## src/rtl/cnn_pkg.sv

```systemverilog
// Shared definitions for the CNN read arbiter: FSM state encoding,
// client index constants and default bus widths.
package cnn_pkg;

    // Arbiter FSM states
    typedef enum logic [1:0] {
        ST_IDLE  = 2'd0,
        ST_ISSUE = 2'd1,
        ST_DONE  = 2'd2
    } arb_state_t;

    // Client indices: picture reader and weight reader
    localparam logic CL_PIC = 1'b0;
    localparam logic CL_WGT = 1'b1;

    // Default widths of the memory-side buses
    localparam int DEFAULT_ADDR_WIDTH   = 19;
    localparam int DEFAULT_MEM_DATA_BUS = 128;

    // With two clients, the "other" client is simply the complement
    function automatic logic other_client(input logic idx);
        return ~idx;
    endfunction

endpackage

```

## src/rtl/cnn_rr_pick.sv

```systemverilog
// Two-way round-robin winner selection. Purely combinational:
// a lone requester always wins, on contention the preferred client wins.
module cnn_rr_pick (
    input  logic [1:0] cl_req,
    input  logic       rr_ptr,
    output logic       pick_idx,
    output logic       pick_valid
);

    logic [1:0] win;

    // A client wins if it requests and either the other is idle or it is preferred
    generate
        for (genvar gi = 0; gi < 2; gi++) begin : g_win
            assign win[gi] = cl_req[gi] & (~cl_req[1 - gi] | (rr_ptr == 1'(gi)));
        end
    endgenerate

    // Exactly one bit of win is set whenever anyone requests
    assign pick_idx   = win[1];
    assign pick_valid = |win;

endmodule

```

## src/rtl/cnn_rd_arb.sv

```systemverilog
// Round-robin read arbiter: two CNN read clients (picture, weight) share
// one downstream memory read port. IDLE -> ISSUE -> DONE -> IDLE, all
// outputs registered.
// Optional feature: define CNN_RD_ARB_TIMEOUT_EN to abandon a grant wait
// after TIMEOUT_CYCLES ISSUE cycles (zero data, normal grant pulse, sticky
// arb_err). Without it ISSUE waits forever and arb_err stays 0.
module cnn_rd_arb
    import cnn_pkg::*;
#(
    parameter int ADDR_WIDTH     = DEFAULT_ADDR_WIDTH,
    parameter int MEM_DATA_BUS   = DEFAULT_MEM_DATA_BUS,
    parameter int SIZE_WIDTH     = 5,
    parameter int TIMEOUT_CYCLES = 255
) (
    input  logic                    clk,
    input  logic                    rst,
    input  logic [1:0]              cl_req,
    input  logic [ADDR_WIDTH-1:0]   cl_addr0,
    input  logic [ADDR_WIDTH-1:0]   cl_addr1,
    input  logic [SIZE_WIDTH-1:0]   cl_size0,
    input  logic [SIZE_WIDTH-1:0]   cl_size1,
    output logic [1:0]              cl_gnt,
    output logic [MEM_DATA_BUS-1:0] cl_data,
    output logic                    mem_req,
    output logic [ADDR_WIDTH-1:0]   mem_start_addr,
    output logic [SIZE_WIDTH-1:0]   mem_size_bytes,
    input  logic                    mem_gnt,
    input  logic [MEM_DATA_BUS-1:0] mem_data,
    output logic                    arb_busy,
    output logic                    arb_err
);

    arb_state_t              state_reg;
    logic                    rr_ptr_reg;
    logic                    owner_reg;
    logic [1:0]              cl_gnt_reg;
    logic [MEM_DATA_BUS-1:0] cl_data_reg;
    logic                    mem_req_reg;
    logic [ADDR_WIDTH-1:0]   mem_addr_reg;
    logic [SIZE_WIDTH-1:0]   mem_size_reg;
    logic                    arb_busy_reg;
    logic                    arb_err_reg;

    logic                    pick_idx;
    logic                    pick_valid;

    // Client address/size gathered into arrays so the winner index selects them
    logic [ADDR_WIDTH-1:0]   cl_addr_arr [2];
    logic [SIZE_WIDTH-1:0]   cl_size_arr [2];

    assign cl_addr_arr[0] = cl_addr0;
    assign cl_addr_arr[1] = cl_addr1;
    assign cl_size_arr[0] = cl_size0;
    assign cl_size_arr[1] = cl_size1;

    cnn_rr_pick u_pick (
        .cl_req     (cl_req),
        .rr_ptr     (rr_ptr_reg),
        .pick_idx   (pick_idx),
        .pick_valid (pick_valid)
    );

`ifdef CNN_RD_ARB_TIMEOUT_EN
    localparam int TO_W = (TIMEOUT_CYCLES > 1) ? $clog2(TIMEOUT_CYCLES + 1) : 1;
    localparam logic [TO_W-1:0] TO_LAST = TO_W'(TIMEOUT_CYCLES - 1);
    logic [TO_W-1:0] to_cnt_reg;
`endif

    // Arbiter FSM with all outputs registered alongside the state
    always_ff @(posedge clk) begin
        if (rst) begin
            state_reg    <= ST_IDLE;
            rr_ptr_reg   <= CL_PIC;
            owner_reg    <= CL_PIC;
            cl_gnt_reg   <= 2'b00;
            cl_data_reg  <= '0;
            mem_req_reg  <= 1'b0;
            mem_addr_reg <= '0;
            mem_size_reg <= '0;
            arb_busy_reg <= 1'b0;
            arb_err_reg  <= 1'b0;
`ifdef CNN_RD_ARB_TIMEOUT_EN
            to_cnt_reg   <= '0;
`endif
        end else begin
            // Grant is a single-cycle pulse unless re-asserted below
            cl_gnt_reg <= 2'b00;
            case (state_reg)
                ST_IDLE: begin
                    if (pick_valid) begin
                        owner_reg    <= pick_idx;
                        mem_addr_reg <= cl_addr_arr[pick_idx];
                        mem_size_reg <= cl_size_arr[pick_idx];
                        mem_req_reg  <= 1'b1;
                        arb_busy_reg <= 1'b1;
                        state_reg    <= ST_ISSUE;
`ifdef CNN_RD_ARB_TIMEOUT_EN
                        to_cnt_reg   <= '0;
`endif
                    end
                end
                ST_ISSUE: begin
                    if (mem_gnt) begin
                        cl_data_reg           <= mem_data;
                        mem_req_reg           <= 1'b0;
                        cl_gnt_reg[owner_reg] <= 1'b1;
                        state_reg             <= ST_DONE;
                    end
`ifdef CNN_RD_ARB_TIMEOUT_EN
                    else if (to_cnt_reg == TO_LAST) begin
                        // Give up: hand back zero data so the client is not stuck
                        cl_data_reg           <= '0;
                        mem_req_reg           <= 1'b0;
                        cl_gnt_reg[owner_reg] <= 1'b1;
                        arb_err_reg           <= 1'b1;
                        state_reg             <= ST_DONE;
                    end else begin
                        to_cnt_reg <= to_cnt_reg + 1'b1;
                    end
`endif
                end
                ST_DONE: begin
                    rr_ptr_reg   <= other_client(owner_reg);
                    arb_busy_reg <= 1'b0;
                    state_reg    <= ST_IDLE;
                end
                default: begin
                    mem_req_reg  <= 1'b0;
                    arb_busy_reg <= 1'b0;
                    state_reg    <= ST_IDLE;
                end
            endcase
        end
    end

    assign cl_gnt         = cl_gnt_reg;
    assign cl_data        = cl_data_reg;
    assign mem_req        = mem_req_reg;
    assign mem_start_addr = mem_addr_reg;
    assign mem_size_bytes = mem_size_reg;
    assign arb_busy       = arb_busy_reg;
    assign arb_err        = arb_err_reg;

endmodule

```

## config.mk

```make
export PLATFORM = sky130hd
export DESIGN_NAME = cnn_rd_arb
export DESIGN_NICKNAME = d
export VERILOG_FILES = /design/src/rtl/cnn_pkg.sv /design/src/rtl/cnn_rr_pick.sv /design/src/rtl/cnn_rd_arb.sv
export SDC_FILE = /design/constraint.sdc
export NUM_CORES = 1
export LEC_CHECK = 0
export CAP_MARGIN = 20
export CELL_PAD_IN_SITES_DETAIL_PLACEMENT = 0
export CELL_PAD_IN_SITES_GLOBAL_PLACEMENT = 1
export CORE_MARGIN = 3
export CORE_UTILIZATION = 26
export DETAILED_ROUTE_END_ITERATION = 10
export GPL_ROUTABILITY_DRIVEN = 0
export PLACE_DENSITY_LB_ADDON = 0.1
export SLEW_MARGIN = 15
export SYNTH_ARGS = -nofsm -noshare
export SYNTH_HDL_FRONTEND = slang
export SYNTH_SLANG_ARGS = --single-unit
```

## constraint.sdc

```tcl
create_clock -name clk -period 1.9 [get_ports clk]
set_input_delay 0.38 -clock clk [delete_from_list [all_inputs] [get_ports clk]]
set_output_delay 0.38 -clock clk [all_outputs]
set_load 0.1 [all_outputs]
```

# Word level (Yosys, flattened, before mapping)
# Index checks and enable logic that the tools add are counted.
[op_classes] n_addsub=0 n_reduce_logical=9 magnitude_cmp=3 n_shift=0 muxes=15 n_bitwise=12 mul=0 div=0 eq_ne=4
[op_table] op="19-bit two-way mux" count=3
[op_table] op="5-bit two-way mux" count=3
[op_table] op="2-bit AND reduction" count=4
[op_table] op="1-bit inverter" count=7
[op_table] op="2-bit two-way mux" count=2
[op_table] op="2-bit != test, second input constant" count=2
[op_table] op="2-bit case mux with 2 select lines" count=1
[op_table] op="1-bit two-way mux" count=3
[op_table] op="1-bit case mux with 3 select lines" count=1
[op_table] op="3-bit AND reduction" count=1
[op_table] op="3-bit OR reduction" count=1
[op_table] op="1-bit AND" count=2
[op_table] op="2-bit by 1-bit equality test with 1-bit output, second input constant" count=1
[op_table] op="2-bit equality test, second input constant" count=1
[op_table] op="2-bit >= comparator, second input constant" count=1
[op_table] op="2-bit logical NOT" count=1
[op_table] op="1-bit by 2-bit < comparator with 1-bit output, second input constant" count=1
[op_table] op="1-bit inverter with 2-bit output" count=1
[op_table] op="1-bit bitwise OR" count=2
[op_table] op="1-bit case mux with 2 select lines" count=1
[op_table] op="2-bit OR reduction" count=1
[op_table] op="1-bit demux with 1-bit select" count=1
[op_table] op="1-bit >= comparator, second input constant" count=1
[op_table] op="1-bit logical AND" count=1
[totals] mem_bits_rw=0 wordCells=52 in_bits=181 register_bits=160 latchBits=0 out_inout_bits=157 rom_bits=0 mem_count=0

# Longest topological paths before layout
[depth] word_depth=7 mapped_depth=7 ltp_nobuf=3

# Hierarchy
# Synthesis repeated with hierarchy kept, for this count alone.
[hier_totals] hier_cells=671 area_unflattened_um2=6013.3
[modules_own_cells] mod="cnn_rd_arb" area_per_inst_um2=5995.8 n_inst=1 seq_area_each_um2=3203.1 cells_per_inst=668
[modules_own_cells] mod="cnn_rr_pick" area_per_inst_um2=17.5 n_inst=1 seq_area_each_um2=0.0 cells_per_inst=3

# Least setup slack after synthesis
# Ideal clock, no wire load.
[synth_timing] kind="input-to-reg" start="in cl_req[1]" end="reg mem_addr_reg[10], in the netlist mem_start_addr[10]" setup_time_ps=89 cell_stages=7 t_required_ps=1811 slack_ps=380 n_path_buf=4 t_arrival_ps=1432 path_cell_list="buf_6 -> or2_1 -> buf_6 -> and2_1 -> buf_6 -> buf_6 -> a311oi_2"
[synth_between] elab_chain_cells=5 elab_cells_between_ends=10 cone_classes="mux: 3; bitwise: 5; reduce/logical: 2"
[synth_lines] element="start: declaration" line_no="cnn_rd_arb.sv:17" rtl="input logic [1:0] cl_req,"
[synth_lines] element="1-bit AND or 1-bit inverter (tied branches)" line_no="cnn_rr_pick.sv:15" rtl="assign win[gi] = cl_req[gi] & (~cl_req[1 - gi] | (rr_ptr == 1'(gi)));"
[synth_lines] element="1-bit inverter with 2-bit output (not written as such) or 1-bit bitwise OR (tied branches)" line_no="cnn_rd_arb.sv:92, cnn_rr_pick.sv:15"
[synth_lines] element="19-bit two-way mux (not written as such) or 1-bit AND (tied branches)" line_no="cnn_rd_arb.sv:92, cnn_rr_pick.sv:15"
[synth_lines] element="19-bit two-way mux (not written as such) or 2-bit OR reduction (tied branches)" line_no="cnn_rd_arb.sv:92, cnn_rr_pick.sv:21"
[synth_lines] element="19-bit two-way mux (not written as such) or 2-bit AND reduction (tied branches)"
[synth_lines] element="end signal: assignment" line_no="cnn_rd_arb.sv:92" rtl="mem_addr_reg <= cl_addr_arr[pick_idx];"
[synth_lines] element="end: declaration" line_no="cnn_rd_arb.sv:39" rtl="logic [ADDR_WIDTH-1:0] mem_addr_reg;"
# Several ways; a longest one is shown, not always the timed one. The select of a mux whose other input is x is not followed.
# A chain may end at the register's enable or synchronous reset.

# Worst setup path in the final report
[layout_timing] start="reg cl_data_reg[32], in the netlist cl_data[32]" end="out cl_data[32]"
[layout_rtl] element="start: declaration" line_no="cnn_rd_arb.sv:37" rtl="logic [MEM_DATA_BUS-1:0] cl_data_reg;"
[layout_rtl] element="start signal: assignment" line_no="cnn_rd_arb.sv:104" rtl="cl_data_reg <= mem_data;"
[layout_rtl] element="end: declaration" line_no="cnn_rd_arb.sv:23" rtl="output logic [MEM_DATA_BUS-1:0] cl_data,"
# No word-level cell between the ends.

==> impl_metrics.toml <==
[clocking]
cts_setup_buffers = 0
root_buffer = "sky130_fd_sc_hd__clkbuf_16"
path_clk_slew_ns = 0.07
hold_buffers = 0
cts_made_buffers = 17
clock_sinks = 160
tritoncts_clock_tree = "done"
max-clock-path-buffers = 2
cts-htree-levels = 4
clock_insertion_delay_worst_skew_ns = 0.42
cts_resized = 0

[detailed_routing]
met3WireLength_um = 1970
m1WireLength_um = 9280
wl_met2_um = 10300
dr_total_vias = 6026
drt-total-wl_um = 21800
drc = 0
routed_wire_length_per_instance_um = 16.3
drt-pass1-iter-count = 4
via_per_inst = 4.51
top_layer_used = "met4"
drtIter0Drc = 247
route.antenna.remaining_nets = 0

[power]
worst_ir_drop_vdd_mv = 0.630
cellPowerDensity_nw_per_um2 = 983
design_power_total_mw = 9.71
swShare = 0.371
p_comb_frac = 0.286
static-leakage-power_nw = 3.83
power_share_of_the_sequential_group = 0.377
power_report.internal_total_mw = 6.10
clockPowerShare = 0.337
switchingPower_mw = 3.61

[sta]
report.final.slew_viol_count = 0
final_min_period_over_clock_period = 0.780
setup_total_negative_slack_ns = 0
finalSetupViolations = 0
final_hold_viol_count = 0
holdWs_ns = 0.379
finClkSkew_ns = 0.0149
fmax_ghz = 0.675
rsz0062_at_grt = "no"
final.setup.worst_slack_ns = 0.419
period_needed_ns = 1.48

[layout]
seqCellArea_sq_um = 3200
fin_cells = 1336
nFillCells = 2314
synthToLayoutAreaGrowth_pct = 65.6
number_of_flip_flops_in_the_largest_register = 128
antenna-diode-count = 0
drive_gt1_frac = 0.219
multi_input_gate_area_sq_um = 2440
total_number_of_nets_in_the_final_design = 1224

[logic_synthesis]
synth_top_cells_by_area = "sky130_fd_sc_hd__dfxtp_1 54%, sky130_fd_sc_hd__nand2_1 16%, sky130_fd_sc_hd__a21oi_1 13%, sky130_fd_sc_hd__a311oi_2 5.0%, sky130_fd_sc_hd__clkbuf_1 2.2%"
synthDominantAreaCellType = "sky130_fd_sc_hd__dfxtp_1"
asyncSetResetFlopFracSynth = 0
yosys.area_share.adder = 0
synth.ff_latch_count = 160
synth_warnings = 0
synth_most_common_cell = "sky130_fd_sc_hd__nand2_1"
synth_simple_gate_area_share = 0.196
postSynthAreaPerCell_sq_um = 8.14
post-synth-top-area-fraction = 0.537
synth_compound_area_frac = 0.211
postSynthCellCount = 733
synth-edff-count = 0
muxShareOfSynthArea = 0
netlist_area_sq_um = 5960
ys_dominant_reg_cell = "sky130_fd_sc_hd__dfxtp_1"
netlist-cell-type-count = 27
synth_cell_count_leaders = "259 x sky130_fd_sc_hd__nand2_1, 160 x sky130_fd_sc_hd__dfxtp_1, 157 x sky130_fd_sc_hd__a21oi_1"
synth_xor_area_frac = 0
synth.net_count = 914
synth_top_family_by_area = "compound AO/OA/AOI/OAI gates"
synth_seq_area_share = 0.537

[floorplanning]
core-area_sq_um = 22200
design.die.area_sq_um = 24800
std_cell_rows = 54
design.portCount = 338
die_height_um = 157
initial_utilization = 0.269
die_w_um = 157

[worst_setup_path]
critical_path.slowest_cell = "sky130_fd_sc_hd__dfxtp_1"
critical_path_required_ns = 1.52
timing.critical_path.from_type = "flop"
worst-setup-path-type = "flop to primary output"
critical_path.top_delay_family = "flip-flops"
crit_path_cell_trace = "buf_4"
worstReg2RegEnd = "cl_data[38]$_SDFFE_PP0P_"
reg2reg_from = "state_reg[0]$_SDFFE_PP0P_"
worstRegToRegCells = 4
worst_path_arrival_time_ns = 1.10
worstPathBufferInverterCount = 1
r2r_setup_slack_ns = 0.60
crit_path_end_kind = "primary output"
crit_path_max_fanout = 2
critPathMaxStageDelay_ns = 0.37

[global_routing]
grt_pass1_vias = 5685
grt_start_max_net_pins = 72
grtUsageTotal = 0.169
grt_overflow = 0
grt_first_pass_wirelength_um = 32800
initial_antenna_violation_count = 0

[worst_hold_path]
min_delay_path_depth = 2
timing.hold.worst.start = "rst"
timing.hold.worst_endpoint = "cl_data[105]$_SDFFE_PP0P_"
min_path_type = "input pin to flop"

[flow_run]
max_cap_violations = 0

[place]
dpl.hpwl_um = 15300
detailedPlace.worstSlack_ns = 0.0165
portBuffers = 336
dp.cells = 1304

[status]
outcome = "finished clean"
==> how the worst max path moves through the flow <==
stage	startpoint	slack (ns)	endpoint	cells after the start
finish	cl_data[32]$_SDFFE_PP0P_	0.42	cl_data[32]	1
global route	cl_req[1]	0.35	mem_size_bytes[3]$_SDFFE_PP0P_	5
CTS	cl_data[32]$_SDFFE_PP0P_	0.38	cl_data[32]	1
detailed placement	cl_req[1]	0.02	mem_start_addr[9]$_SDFFE_PP0P_	5
global placement	cl_req[1]	0.04	mem_start_addr[13]$_SDFFE_PP0P_	5
floorplan	cl_req[1]	0.38	mem_start_addr[10]$_SDFFE_PP0P_	7
==> cells by family after synthesis <==
| logic type | Yosys count |
|---|---|
| DFF | 160 |
| and+or+nand+nor | 296 |
| AOI/OAI and AO/OA | 208 |
| other | 1 |
| buffers and inverters | 68 |
==> metrics by stage <==
step                      instance area, sq um   util
after floorplan                           5960      -
after global placement                    9330  0.421
after detailed placement                  9330  0.421
after CTS                                 9880  0.446
after global routing                      9880  0.446
final                                     9880  0.446
==> layout make-up <==
class,count,area share
Inverter,3,0.00114
Multi-Input combinational cell,505,0.247
Tap cell,280,0.0355
Sequential cell,160,0.324
Clock buffer,19,0.0438
Clock inverter,13,0.0120
Timing Repair Buffer,356,0.336
==> power groups by stage <==
| stage | combinational [mW] | sequential [mW] | clock (mW) |
|---|---|---|---|
| detailed placement | 2.80 | 3.73 | 0 |
| CTS | 2.80 | 3.66 | 3.40 |
| global route | 2.91 | 3.68 | 3.54 |
| finish | 2.78 | 3.66 | 3.27 |
| floorplan | 0.549 | 5.06 | 0 |
| global placement | 2.80 | 3.73 | 0 |
==> placed cells by master, fill, tap and decap left out <==
master,n
sky130_fd_sc_hd__nand2_1,259
sky130_fd_sc_hd__clkdlybuf4s50_1,179
sky130_fd_sc_hd__buf_4,161
sky130_fd_sc_hd__dfxtp_1,160
sky130_fd_sc_hd__a21oi_1,157
sky130_fd_sc_hd__nand3_1,26
sky130_fd_sc_hd__o21ai_0,23
sky130_fd_sc_hd__a311oi_2,20
sky130_fd_sc_hd__clkbuf_16,17
sky130_fd_sc_hd__buf_12,16
sky130_fd_sc_hd__inv_6,5
sky130_fd_sc_hd__a311oi_1,4
sky130_fd_sc_hd__o21ai_1,3
sky130_fd_sc_hd__clkinv_4,3
sky130_fd_sc_hd__inv_8,3
sky130_fd_sc_hd__inv_1,2
sky130_fd_sc_hd__and2_1,2
sky130_fd_sc_hd__clkinvlp_4,2
sky130_fd_sc_hd__clkbuf_1,2
sky130_fd_sc_hd__and3b_4,1
sky130_fd_sc_hd__nand3b_1,1
sky130_fd_sc_hd__nor3_1,1
sky130_fd_sc_hd__nor2_2,1
sky130_fd_sc_hd__or2_1,1
sky130_fd_sc_hd__inv_2,1
sky130_fd_sc_hd__nor2b_1,1
sky130_fd_sc_hd__nand2b_1,1
sky130_fd_sc_hd__nor2_1,1
sky130_fd_sc_hd__or3_1,1
sky130_fd_sc_hd__a21bo_2,1
sky130_fd_sc_hd__conb_1,1
==> routing by layer <==
metal / vias up / global-route usage
li1: 3055 / -
met1: 2737 / 0.208
met2: 218 / 0.279
met3: 16 / 0.0630
met4: 0 / 0.0434
met5: - / 0
(Power assumes the default switching activity.)
